File: src/rtl/uf_op_scheduler.sv
// Purpose    : queue first-pass unions, arbitrate them (strict priority) against find requests,
//              and issue one union-find operation at a time with a start/done handshake.
// Latency    : union strobe -> uf_start 2 cycles; find handshake -> uf_start 1; uf_done -> find_res_vld 1.
// Backpressure: unions have none (dropped and flagged when the queue is full); finds wait on find_rdy.
//
// Optional build macro: UF_SCHED_DEDUP_EN -- drop a union whose (min,max) pair equals the last
// enqueued pair. Without it every filtered union is enqueued.
//
// Ports:
//   clk, rst_n                     clock, asynchronous active-low reset
//   frame_start                    flush queue, abort op, clear status, run an engine clear
//   union_vld/union_a/union_b      union requests (no back-pressure)
//   find_vld/find_label/find_rdy   find request handshake
//   find_res_vld/find_res_label    find result pulse (label 0 on timeout)
//   uf_clear/uf_start/uf_op        engine control (op 01 UNION, 10 FIND, 00 idle)
//   uf_node1/uf_node2              engine operands, held from ISSUE through WAIT
//   uf_done/uf_result/uf_idle      engine status
//   q_count/busy                   queue occupancy, activity
//   overflow/timeout_err           per-frame sticky status
module uf_op_scheduler #(
    parameter int ADDR_WIDTH = 8,
    parameter int QDEPTH     = 16,
    parameter int TIMEOUT    = 255
) (
    input  logic                    clk,
    input  logic                    rst_n,
    input  logic                    frame_start,
    input  logic                    union_vld,
    input  logic [ADDR_WIDTH-1:0]   union_a,
    input  logic [ADDR_WIDTH-1:0]   union_b,
    input  logic                    find_vld,
    input  logic [ADDR_WIDTH-1:0]   find_label,
    output logic                    find_rdy,
    output logic                    find_res_vld,
    output logic [ADDR_WIDTH-1:0]   find_res_label,
    output logic                    uf_clear,
    output logic                    uf_start,
    output logic [1:0]              uf_op,
    output logic [ADDR_WIDTH-1:0]   uf_node1,
    output logic [ADDR_WIDTH-1:0]   uf_node2,
    input  logic                    uf_done,
    input  logic [ADDR_WIDTH-1:0]   uf_result,
    input  logic                    uf_idle,
    output logic [$clog2(QDEPTH):0] q_count,
    output logic                    busy,
    output logic                    overflow,
    output logic                    timeout_err
);

    localparam int PW = $clog2(QDEPTH);
    localparam int CW = PW + 1;
    localparam int TW = $clog2(TIMEOUT + 1);

    localparam logic [1:0] OP_NONE  = 2'b00;
    localparam logic [1:0] OP_UNION = 2'b01;
    localparam logic [1:0] OP_FIND  = 2'b10;

    typedef enum logic [1:0] {
        S_IDLE  = 2'd0,
        S_CLEAR = 2'd1,
        S_ISSUE = 2'd2,
        S_WAIT  = 2'd3
    } state_t;

    state_t                r_state;
    state_t                w_state_nxt;

    // union queue: normalized pairs, lo in one array and hi in the other
    logic [ADDR_WIDTH-1:0] r_q_lo [QDEPTH];
    logic [ADDR_WIDTH-1:0] r_q_hi [QDEPTH];
    logic [PW-1:0]         r_wr_ptr;
    logic [PW-1:0]         r_rd_ptr;
    logic [CW-1:0]         r_count;

    logic [TW-1:0]         r_wait_cnt;
    logic                  r_clr_seen;

    logic [1:0]            r_op;
    logic [ADDR_WIDTH-1:0] r_node1;
    logic [ADDR_WIDTH-1:0] r_node2;
    logic                  r_res_vld;
    logic [ADDR_WIDTH-1:0] r_res_label;
    logic                  r_overflow;
    logic                  r_timeout;

    logic [ADDR_WIDTH-1:0] w_lo;
    logic [ADDR_WIDTH-1:0] w_hi;
    logic                  w_filt;
    logic                  w_dup;
    logic                  w_want;
    logic                  w_empty;
    logic                  w_full;
    logic                  w_push;
    logic                  w_ovf;
    logic                  w_pop;
    logic                  w_find_acc;
    logic                  w_find_rdy;
    logic                  w_op_done;
    logic                  w_op_tmo;

    //------------------------------------------------------------------
    // Union filter and queue control
    //------------------------------------------------------------------
    assign w_lo   = (union_a < union_b) ? union_a : union_b;
    assign w_hi   = (union_a < union_b) ? union_b : union_a;
    // label 0 is background and a self-union is a no-op; a union coincident with
    // frame_start belongs to the frame being discarded
    assign w_filt = union_vld & ~frame_start & (union_a != '0) & (union_b != '0)
                  & (union_a != union_b);

`ifdef UF_SCHED_DEDUP_EN
    logic [ADDR_WIDTH-1:0] r_last_lo;
    logic [ADDR_WIDTH-1:0] r_last_hi;

    // last pair resets to (0,0), which no filtered union can match
    assign w_dup = (w_lo == r_last_lo) & (w_hi == r_last_hi);

    always_ff @(posedge clk or negedge rst_n) begin
        if (!rst_n) begin
            r_last_lo <= '0;
            r_last_hi <= '0;
        end else if (frame_start) begin
            r_last_lo <= '0;
            r_last_hi <= '0;
        end else if (w_push) begin
            r_last_lo <= w_lo;
            r_last_hi <= w_hi;
        end
    end
`else
    assign w_dup = 1'b0;
`endif

    assign w_want  = w_filt & ~w_dup;
    assign w_empty = (r_count == '0);
    assign w_full  = (r_count == CW'(QDEPTH));
    // a full queue still takes a push when the head leaves in the same cycle
    assign w_push  = w_want & (~w_full | w_pop);
    assign w_ovf   = w_want & ~w_push;

    assign w_find_rdy = (r_state == S_IDLE) & w_empty & uf_idle & ~frame_start & ~union_vld;

    //------------------------------------------------------------------
    // FSM next state
    //------------------------------------------------------------------
    always_comb begin
        w_state_nxt = r_state;
        w_pop       = 1'b0;
        w_find_acc  = 1'b0;
        w_op_done   = 1'b0;
        w_op_tmo    = 1'b0;
        if (frame_start) begin
            w_state_nxt = S_CLEAR;
        end else begin
            case (r_state)
                S_IDLE: begin
                    if (!w_empty && uf_idle) begin
                        w_pop       = 1'b1;
                        w_state_nxt = S_ISSUE;
                    end else if (find_vld && w_find_rdy) begin
                        w_find_acc  = 1'b1;
                        w_state_nxt = S_ISSUE;
                    end
                end
                S_CLEAR: begin
                    // r_clr_seen guarantees a second CLEAR cycle
                    if (r_clr_seen && uf_idle) begin
                        w_state_nxt = S_IDLE;
                    end
                end
                S_ISSUE: begin
                    w_state_nxt = S_WAIT;
                end
                S_WAIT: begin
                    // done wins over a coincident timeout
                    if (uf_done) begin
                        w_op_done   = 1'b1;
                        w_state_nxt = S_IDLE;
                    end else if (r_wait_cnt == TW'(TIMEOUT)) begin
                        w_op_tmo    = 1'b1;
                        w_state_nxt = S_IDLE;
                    end
                end
                default: begin
                    w_state_nxt = S_IDLE;
                end
            endcase
        end
    end

    //------------------------------------------------------------------
    // Sequential state
    //------------------------------------------------------------------
    always_ff @(posedge clk or negedge rst_n) begin
        if (!rst_n) begin
            r_state    <= S_IDLE;
            r_wait_cnt <= '0;
            r_clr_seen <= 1'b0;
        end else begin
            r_state    <= w_state_nxt;
            r_wait_cnt <= (frame_start || r_state != S_WAIT) ? '0 : r_wait_cnt + TW'(1);
            r_clr_seen <= ~frame_start & (r_state == S_CLEAR);
        end
    end

    always_ff @(posedge clk or negedge rst_n) begin
        if (!rst_n) begin
            r_wr_ptr <= '0;
            r_rd_ptr <= '0;
            r_count  <= '0;
        end else if (frame_start) begin
            r_wr_ptr <= '0;
            r_rd_ptr <= '0;
            r_count  <= '0;
        end else begin
            if (w_push) begin
                r_wr_ptr <= r_wr_ptr + PW'(1);
            end
            if (w_pop) begin
                r_rd_ptr <= r_rd_ptr + PW'(1);
            end
            r_count <= r_count + CW'(w_push) - CW'(w_pop);
        end
    end

    // queue storage needs no reset: occupancy is tracked by r_count
    always_ff @(posedge clk) begin
        if (w_push) begin
            r_q_lo[r_wr_ptr] <= w_lo;
            r_q_hi[r_wr_ptr] <= w_hi;
        end
    end

    always_ff @(posedge clk or negedge rst_n) begin
        if (!rst_n) begin
            r_op    <= OP_NONE;
            r_node1 <= '0;
            r_node2 <= '0;
        end else if (frame_start) begin
            r_op    <= OP_NONE;
            r_node1 <= '0;
            r_node2 <= '0;
        end else if (w_pop) begin
            r_op    <= OP_UNION;
            r_node1 <= r_q_lo[r_rd_ptr];
            r_node2 <= r_q_hi[r_rd_ptr];
        end else if (w_find_acc) begin
            r_op    <= OP_FIND;
            r_node1 <= find_label;
            r_node2 <= '0;
        end else if (w_op_done || w_op_tmo) begin
            r_op    <= OP_NONE;
            r_node1 <= '0;
            r_node2 <= '0;
        end
    end

    always_ff @(posedge clk or negedge rst_n) begin
        if (!rst_n) begin
            r_res_vld   <= 1'b0;
            r_res_label <= '0;
        end else begin
            r_res_vld <= 1'b0;
            if (r_op == OP_FIND) begin
                if (w_op_done) begin
                    r_res_vld   <= 1'b1;
                    r_res_label <= uf_result;
                end else if (w_op_tmo) begin
                    r_res_vld   <= 1'b1;
                    r_res_label <= '0;
                end
            end
        end
    end

    always_ff @(posedge clk or negedge rst_n) begin
        if (!rst_n) begin
            r_overflow <= 1'b0;
            r_timeout  <= 1'b0;
        end else if (frame_start) begin
            r_overflow <= 1'b0;
            r_timeout  <= 1'b0;
        end else begin
            if (w_ovf) begin
                r_overflow <= 1'b1;
            end
            if (w_op_tmo) begin
                r_timeout <= 1'b1;
            end
        end
    end

    //------------------------------------------------------------------
    // Outputs
    //------------------------------------------------------------------
    assign find_rdy       = w_find_rdy;
    assign find_res_vld   = r_res_vld;
    assign find_res_label = r_res_label;
    assign uf_clear       = (r_state == S_CLEAR) & ~r_clr_seen;
    assign uf_start       = (r_state == S_ISSUE);
    assign uf_op          = r_op;
    assign uf_node1       = r_node1;
    assign uf_node2       = r_node2;
    assign q_count        = r_count;
    assign busy           = (r_state != S_IDLE) | ~w_empty;
    assign overflow       = r_overflow;
    assign timeout_err    = r_timeout;

endmodule
File: config.mk
export PLATFORM = sky130hd
export DESIGN_NAME = uf_op_scheduler
export DESIGN_NICKNAME = d
export VERILOG_FILES = /design/src/rtl/uf_op_scheduler.sv
export SDC_FILE = /design/constraint.sdc
export NUM_CORES = 1
export LEC_CHECK = 0
export ABC_CLOCK_PERIOD_IN_PS = 5000
export CAP_MARGIN = 15
export CORE_ASPECT_RATIO = 0.6
export CORE_UTILIZATION = 30
export CTS_CLUSTER_DIAMETER = 30
export CTS_CLUSTER_SIZE = 30
export DETAILED_ROUTE_END_ITERATION = 16
export HOLD_SLACK_MARGIN = 0.06
export SLEW_MARGIN = 20
export SYNTH_ARGS = -nofsm -noshare
export SYNTH_HDL_FRONTEND = slang
export SYNTH_SLANG_ARGS = --single-unit
File: constraint.sdc
create_clock -name clk -period 5 [get_ports clk]
set_input_delay 0.5 -clock clk [delete_from_list [all_inputs] [get_ports clk]]
set_output_delay 0.5 -clock clk [all_outputs]
set_load 0.1 [all_outputs]
==> impl_metrics.csv, run 1 <==
group,metric,value,unit
place,place.port_buffers,76,
die,fp.coreArea,0.0422,mm2
sta,slew_violations,0,
clock_network,post_cts_buffers,0,
clock_network,cts.clk_slew.worst_paths,0.06,ns
sta,fin_crit_sh,73.0,%
clock_network,cts_made_buffers,40,
synth,synthAdderAreaFrac,2.09,%
sta,hold_slack,0.116,ns
final_layout,fin_nets,920,
drt,drc_errors,0,
final_layout,drive_above_1_share,25.1,%
final_layout,antenna_cells,0,
global_routing,grt_max_degree,54,
clock_network,insertion_delay,0.55,ns
sta,rsz0062_at_grt,"no",
die,dieHeight,163,um
synth,muxShareOfSynthArea,14.5,%
synth,ys_types,53,
setup_path,crit_path_start_kind,"register",
drt,drtIter0Drc,763,
clock_network,cts_resized,0,
drt,num_vias,7274,
synth,synth_compound_area_share,5.25,%
die,start_util,30.7,%
final_layout,finalCoreUtilization,37.9,%
global_routing,grt_pass1_wl,47.6,mm
sta,slew_headroom,28.3,%
global_routing,first_global_vias,7120,
synth,yosys_warnings,0,
clock_network,ctsHtreeMaxLevel,2,
power_and_ir_drop,p_leak,5.47,nW
die,rows,58,
final_layout,area.growth.synth_to_final,23.7,%
synth,synth_area_per_cell,17.6,um2
run,cap_violations,0,
synth,synthCells,735,
power_and_ir_drop,irDropWorstVdd,0.224,mV
clock_network,cts-root-buf,"clkbuf_16",
setup_path,crit_arrival,3.15,ns
drt,drt-vias-per-instance,4.98,
die,fp.dieW,270,um
min_path,min_path_type,"in -> async",
synth,ys_ff_latch,309,
sta,tightest_slew,1.07,ns
synth,ys_dominant_reg_cell,"edfxtp_1",
die,die_area,0.0440,mm2
setup_path,crit_required,4.50,ns
drt,ant_nets,0,
synth,synth_async_sr_flop_share,17.2,%
sta,hold_viol_final,0,
synth,synth_seq_area_share,69.6,%
place,place_congestion,0.795,
global_routing,track_usage,14.8,%
clock_network,cts_tree,"built",
power_and_ir_drop,power_density,415,mW/mm2
outcome,outcome,"finished, final reports clean",
sta,tns,0,ns
sta,fmax,274,MHz
clock_network,ctsHoldBuffers,0,
setup_path,critPathMaxFanout,3,
synth,synth-edff-count,256,
global_routing,antenna_found_initial,0,
die,io_pins,77,
drt,first_pass_iters,5,
setup_path,r2r_slack,1.58,ns
setup_path,critPathCaptureType,"primary output",
drt,wl_per_cell,21.7,um
clock_network,clk_path_buf_depth,3,
sta,skew,0.0221,ns
drt,wl,31.8,mm
synth,synth_top_family_by_area,"multiplexers",
final_layout,final.fill_count,3879,
synth,syn-num-nets,795,
power_and_ir_drop,finalPower,0.00665,W
synth,synth_xor_xnor_area_share,0.879,%
synth,synth_simple_gate_area_share,5.29,%
sta,setup_viol,0,
synth,synth_area,0.0129,mm2
sta,min_period,3.65,ns
clock_network,cts_sinks,309,
place,hpwlAfterDp,20.2,mm
global_routing,grt-ovfl-total,0,
setup_path,path_class,"reg -> out",
[sequential cells by signal (all words and copies together), names as in the netlist]
name	flops
timeout_err	1
r_clr_seen	1
r_wr_ptr	4
r_wait_cnt	8
uf_op	2
r_rd_ptr	4
overflow	1
uf_node2	8
q_count	5
uf_node1	8
r_q_lo	128
find_res_label	8
find_res_vld	1
r_state	2
r_q_hi	128
[synth_stat cells, types with 9 or more instances]
| cell | count | area (um2) |
|---|---|---|
| mux4_2 | 72 | 1620 |
| a22o_1 | 9 | 78.8 |
| a21o_1 | 12 | 90.1 |
| mux2i_1 | 17 | 170 |
| ha_1 | 20 | 250 |
| edfxtp_1 | 256 | 7690 |
| and2_1 | 11 | 68.8 |
| nand2_1 | 48 | 180 |
| clkbuf_1 | 24 | 90.1 |
| nor2_1 | 28 | 105 |
| inv_1 | 29 | 109 |
| o21ai_0 | 11 | 55.1 |
| dfrtp_1 | 53 | 1330 |
| o211ai_1 | 32 | 240 |
[area by class of cell]
cell class              count  area [um2]  area share, %
clock buffers              44        1060           6.61
repair buffers            125        1130           7.07
clock inverters            30         312           1.94
well taps                 570         713           4.45
multi-input cells         354        3670           22.9
flip-flops and latches    309        9020           56.3
inverters                  30         113          0.703
[where the power goes]
| part | switching, W | internal, W |
|---|---|---|
| sequential | 0.0000575 | 0.00290 |
| clock | 0.00119 | 0.00169 |
| combinational | 0.000520 | 0.000281 |
[layer usage]
metal	wire length, um	vias to the layer above	GRT usage, %
met5	0	-	0
met4	496	0	3.44
met3	2080	44	2.98
met2	14000	252	21.4
met1	15200	3809	22.5
li1	-	3169	-
[logic make-up (layout without fill, tap and decap cells)]
| group | Yosys count | count (layout) |
|---|---|---|
| flops | 309 | 309 |
| simple gates | 131 | 131 |
| mux | 97 | 97 |
| compound gates | 92 | 92 |
| buf+inv | 72 | 229 |
| fa+ha+maj | 21 | 21 |
| xor+xnor | 13 | 13 |
[placed cells by master, fill, tap and decap left out, types with 24 or more instances in the layout]
cell	Yosys	layout
edfxtp_1	256	256
clkdlybuf4s50_1	0	74
mux4_2	72	72
dfrtp_1	53	51
buf_4	1	49
nand2_1	48	48
clkbuf_16	0	42
o211ai_1	32	32
inv_1	29	29
nor2_1	28	24
[through the flow]
| step | instances | cell area, um2 | setup WS [ns] |
|---|---|---|---|
| global placement | 1388 | 14600 | 1.08 |
| global route | 1462 | 16000 | 1.25 |
| detailed placement | 1388 | 14600 | 1.04 |
| CTS | 1462 | 16000 | 1.33 |
| floorplan | 735 | 12900 | 0.785 |
| finish | 1462 | 16000 | 1.35 |
[path summary, 6_finish.rpt]
kind | startpoint | to | depth (start not counted)
worst max-delay path | q_count[2] | busy | 5
worst min-delay path | rst_n | find_res_vld | 2
worst max register to register | r_state[1] | q_count[4] | 13
worst min register to register | r_wait_cnt[0] | r_wait_cnt[0] | 1
max in group asynchronous | rst_n | r_rd_ptr[0] | 2
min in group clk | r_wait_cnt[0] | r_wait_cnt[0] | 1
[critical path: stages, from the launching register on]
cell	delay, ns
dfrtp_1	0.40
inv_1	0.10
ha_1	0.20
or4b_1	0.57
or3_1	0.37
clkdlybuf4s50_1	0.98
Power figures use the tool's default switching activity.
==> run 2, diff against run 1 <==
- ABC_CLOCK_PERIOD_IN_PS: 5000 -> 3200
- clock period: 5 -> 3.2 ns (I/O delays scaled with it)
==> run 2 against run 1 <==
Effect of this change: critical path depth up 9; routed wire length shrank 1.1%; sequential power up 55%; cell area rose by 4.1%; sequential share of layout area decreased by 2.2 points; register-to-register slack got worse by 1.4 ns; setup slack got worse by 1.2 ns; highest routed layer unchanged.
==> impl_metrics.csv, run 2 (synthesis results as in run 1) <==
group,metric,value,unit
sta,setup_ws,0.131,ns
power_and_ir_drop,internal_power,0.00788,W
setup_path,cp_slowest_cell,"or4b_4",
final_layout,finalCoreUtilization,39.5,%
drt,drc_errors,0,
global_routing,grt_pass1_wl,47.2,mm
final_layout,layout_common_cells,"edfxtp_1, buf_4, mux4_2",
drt,drtIter0Drc,880,
global_routing,track_usage,14.5,%
die,io_pins,77,
global_routing,gr-usage-met1,22.9,%
power_and_ir_drop,irDropWorstVdd,0.351,mV
die,rows,58,
setup_path,r2r_end,"q_count[4]",
place,place_area,0.0152,mm2
sta,rsz0062_at_grt,"no",
final_layout,final_common_cell,"edfxtp_1",
final_layout,regArea,0.00903,mm2
sta,hold_viol_final,0,
sta,slew_violations,0,
setup_path,critPathMaxFanout,2,
sta,slew_headroom,32.2,%
clock_network,ctsHtreeMaxLevel,2,
final_layout,reg_top3,"r_q_hi (128), r_q_lo (128)",
clock_network,post_cts_buffers,0,
setup_path,crit_chain,"or4b_4 -> a31oi_4 -> buf_4 -> and4b_1 -> inv_2 -> ha_1 -> inv_1 -> ha_1 -> fa_2 -> a21oi_1 -> nor2_1 -> nor2_1 -> xnor2_1 -> nor2_1",
min_path,worstHoldPathCells,3,
place,hpwlAfterDp,21.0,mm
drt,first_pass_iters,5,
global_routing,grt_most_used_layer,"met1",
outcome,outcome,"finished, final reports clean",
global_routing,grt_use_met3,3.30,%
setup_path,r2r_cells,14,
setup_path,crit_path_start_kind,"register",
drt,num_vias,7312,
clock_network,cts-root-buf,"clkbuf_16",
place,place_congestion,0.760,
power_and_ir_drop,power_switching,0.00278,W
die,start_util,30.7,%
sta,min_period,3.07,ns
global_routing,use_met2,19.6,%
sta,tightest_slew,1.01,ns
setup_path,r2r_slack,0.13,ns
die,dieHeight,163,um
drt,wl_per_cell,20.8,um
clock_network,cts_tree,"built",
final_layout,final.fill_count,3881,
final_layout,drive_above_1_share,30.2,%
die,die_area,0.0440,mm2
final_layout,final_design_area_no_fill,0.0167,mm2
clock_network,cts.clk_slew.worst_paths,0.05,ns
clock_network,cts_sinks,309,
clock_network,cts_made_buffers,42,
sta,fmax,326,MHz
power_and_ir_drop,pwr-share-seq,43.2,%
setup_path,crit_required,3.60,ns
place,pre_cts_slack,-0.252,ns
power_and_ir_drop,sw_frac_of_total,26.0,%
min_path,worstHoldStart,"uf_result[1]",
die,fp.dieW,270,um
sta,hold_slack,0.349,ns
power_and_ir_drop,power_frac_comb,12.8,%
min_path,hold-path-endpoint,"find_res_label[1]",
final_layout,layout.cells.non_filler,1507,
place,place.port_buffers,76,
sta,skew,0.0173,ns
sta,setup_viol,0,
global_routing,antenna_found_initial,0,
final_layout,antenna_cells,0,
setup_path,crit_arrival,3.47,ns
power_and_ir_drop,p_leak,5.76,nW
drt,drt-vias-per-instance,4.85,
place,dp_cells,1429,
drt,wl,31.4,mm
final_layout,multi_input_comb_area,0.00373,mm2
drt,ant_nets,0,
sta,fin_crit_sh,95.9,%
power_and_ir_drop,power_density,639,mW/mm2
setup_path,cpMostUsedCell,"nor2_1",
die,fp.coreArea,0.0422,mm2
setup_path,critPathCaptureType,"register",
global_routing,grt_max_degree,36,
global_routing,first_global_vias,7430,
clock_network,insertion_delay,0.54,ns
setup_path,cpPeakStageDelay,0.57,ns
power_and_ir_drop,p_clk_share,44.0,%
min_path,min_path_type,"in -> reg",
clock_network,clk_path_buf_depth,3,
run,cap_violations,0,
global_routing,grt-ovfl-total,0,
setup_path,path_class,"reg -> reg",
final_layout,area.growth.synth_to_final,28.8,%
setup_path,r2r_start,"r_state[1]",
final_layout,fin_nets,964,
run 2: layout make-up:
cell class              instances  area share, %
flip-flops and latches        309           54.1
clock buffers                  44           6.47
inverters                      30          0.675
repair buffers                167           9.96
clock inverters                33           2.15
well taps                     570           4.28
multi-input cells             354           22.3
run 2: metrics by stage:
step                power [W]  TNS, ns
CTS                    0.0107        0
global placement      0.00602   -0.370
floorplan             0.00552        0
finish                 0.0107        0
global route           0.0110        0
detailed placement    0.00603   -0.342
run 2: timing repair:
item	4_1_cts	5_1_grt
hold buffers	1	0
gates resized for setup	0	3
endpoints found under the hold margin	31	0
setup endpoints to repair	0	1
run 2: layer usage:
| layer | wire [um] | up-vias |
|---|---|---|
| met5 | 0 | - |
| met4 | 598 | 0 |
| met3 | 2090 | 48 |
| met2 | 12800 | 215 |
| met1 | 15900 | 3788 |
| li1 | - | 3261 |
run 2: worst max-delay path, delay by kind of cell (launching register included):
| family | cells | cell delay [ns] |
|---|---|---|
| adders and majority gates | 3 | 0.85 |
| and+or+nand+nor | 5 | 1.01 |
| DFF | 1 | 0.38 |
| xor gates and xnor gates | 1 | 0.13 |
| buffers and inverters | 3 | 0.22 |
| AOI/OAI and AO/OA | 2 | 0.36 |
run 2: worst max-delay path by stage:
stage,slack (ns),startpoint,cells after the start,end
4_1_cts,0.16,r_state[1],14,q_count[4]
3_5_place_dp,-0.25,frame_start,15,q_count[4]
6_report,0.13,r_state[1],14,q_count[4]
2_1_floorplan,0.02,r_state[1],17,q_count[4]
3_3_place_gp,-0.29,frame_start,15,q_count[4]
5_1_grt,0.01,r_state[1],14,q_count[4]
run 2: power by group through the flow:
stage,sequential [W],combinational (W),clock (W)
finish,0.00460,0.00136,0.00469
global route,0.00461,0.00146,0.00494
CTS,0.00460,0.00136,0.00477
detailed placement,0.00468,0.00135,0
global placement,0.00468,0.00134,0
floorplan,0.00491,0.000614,0
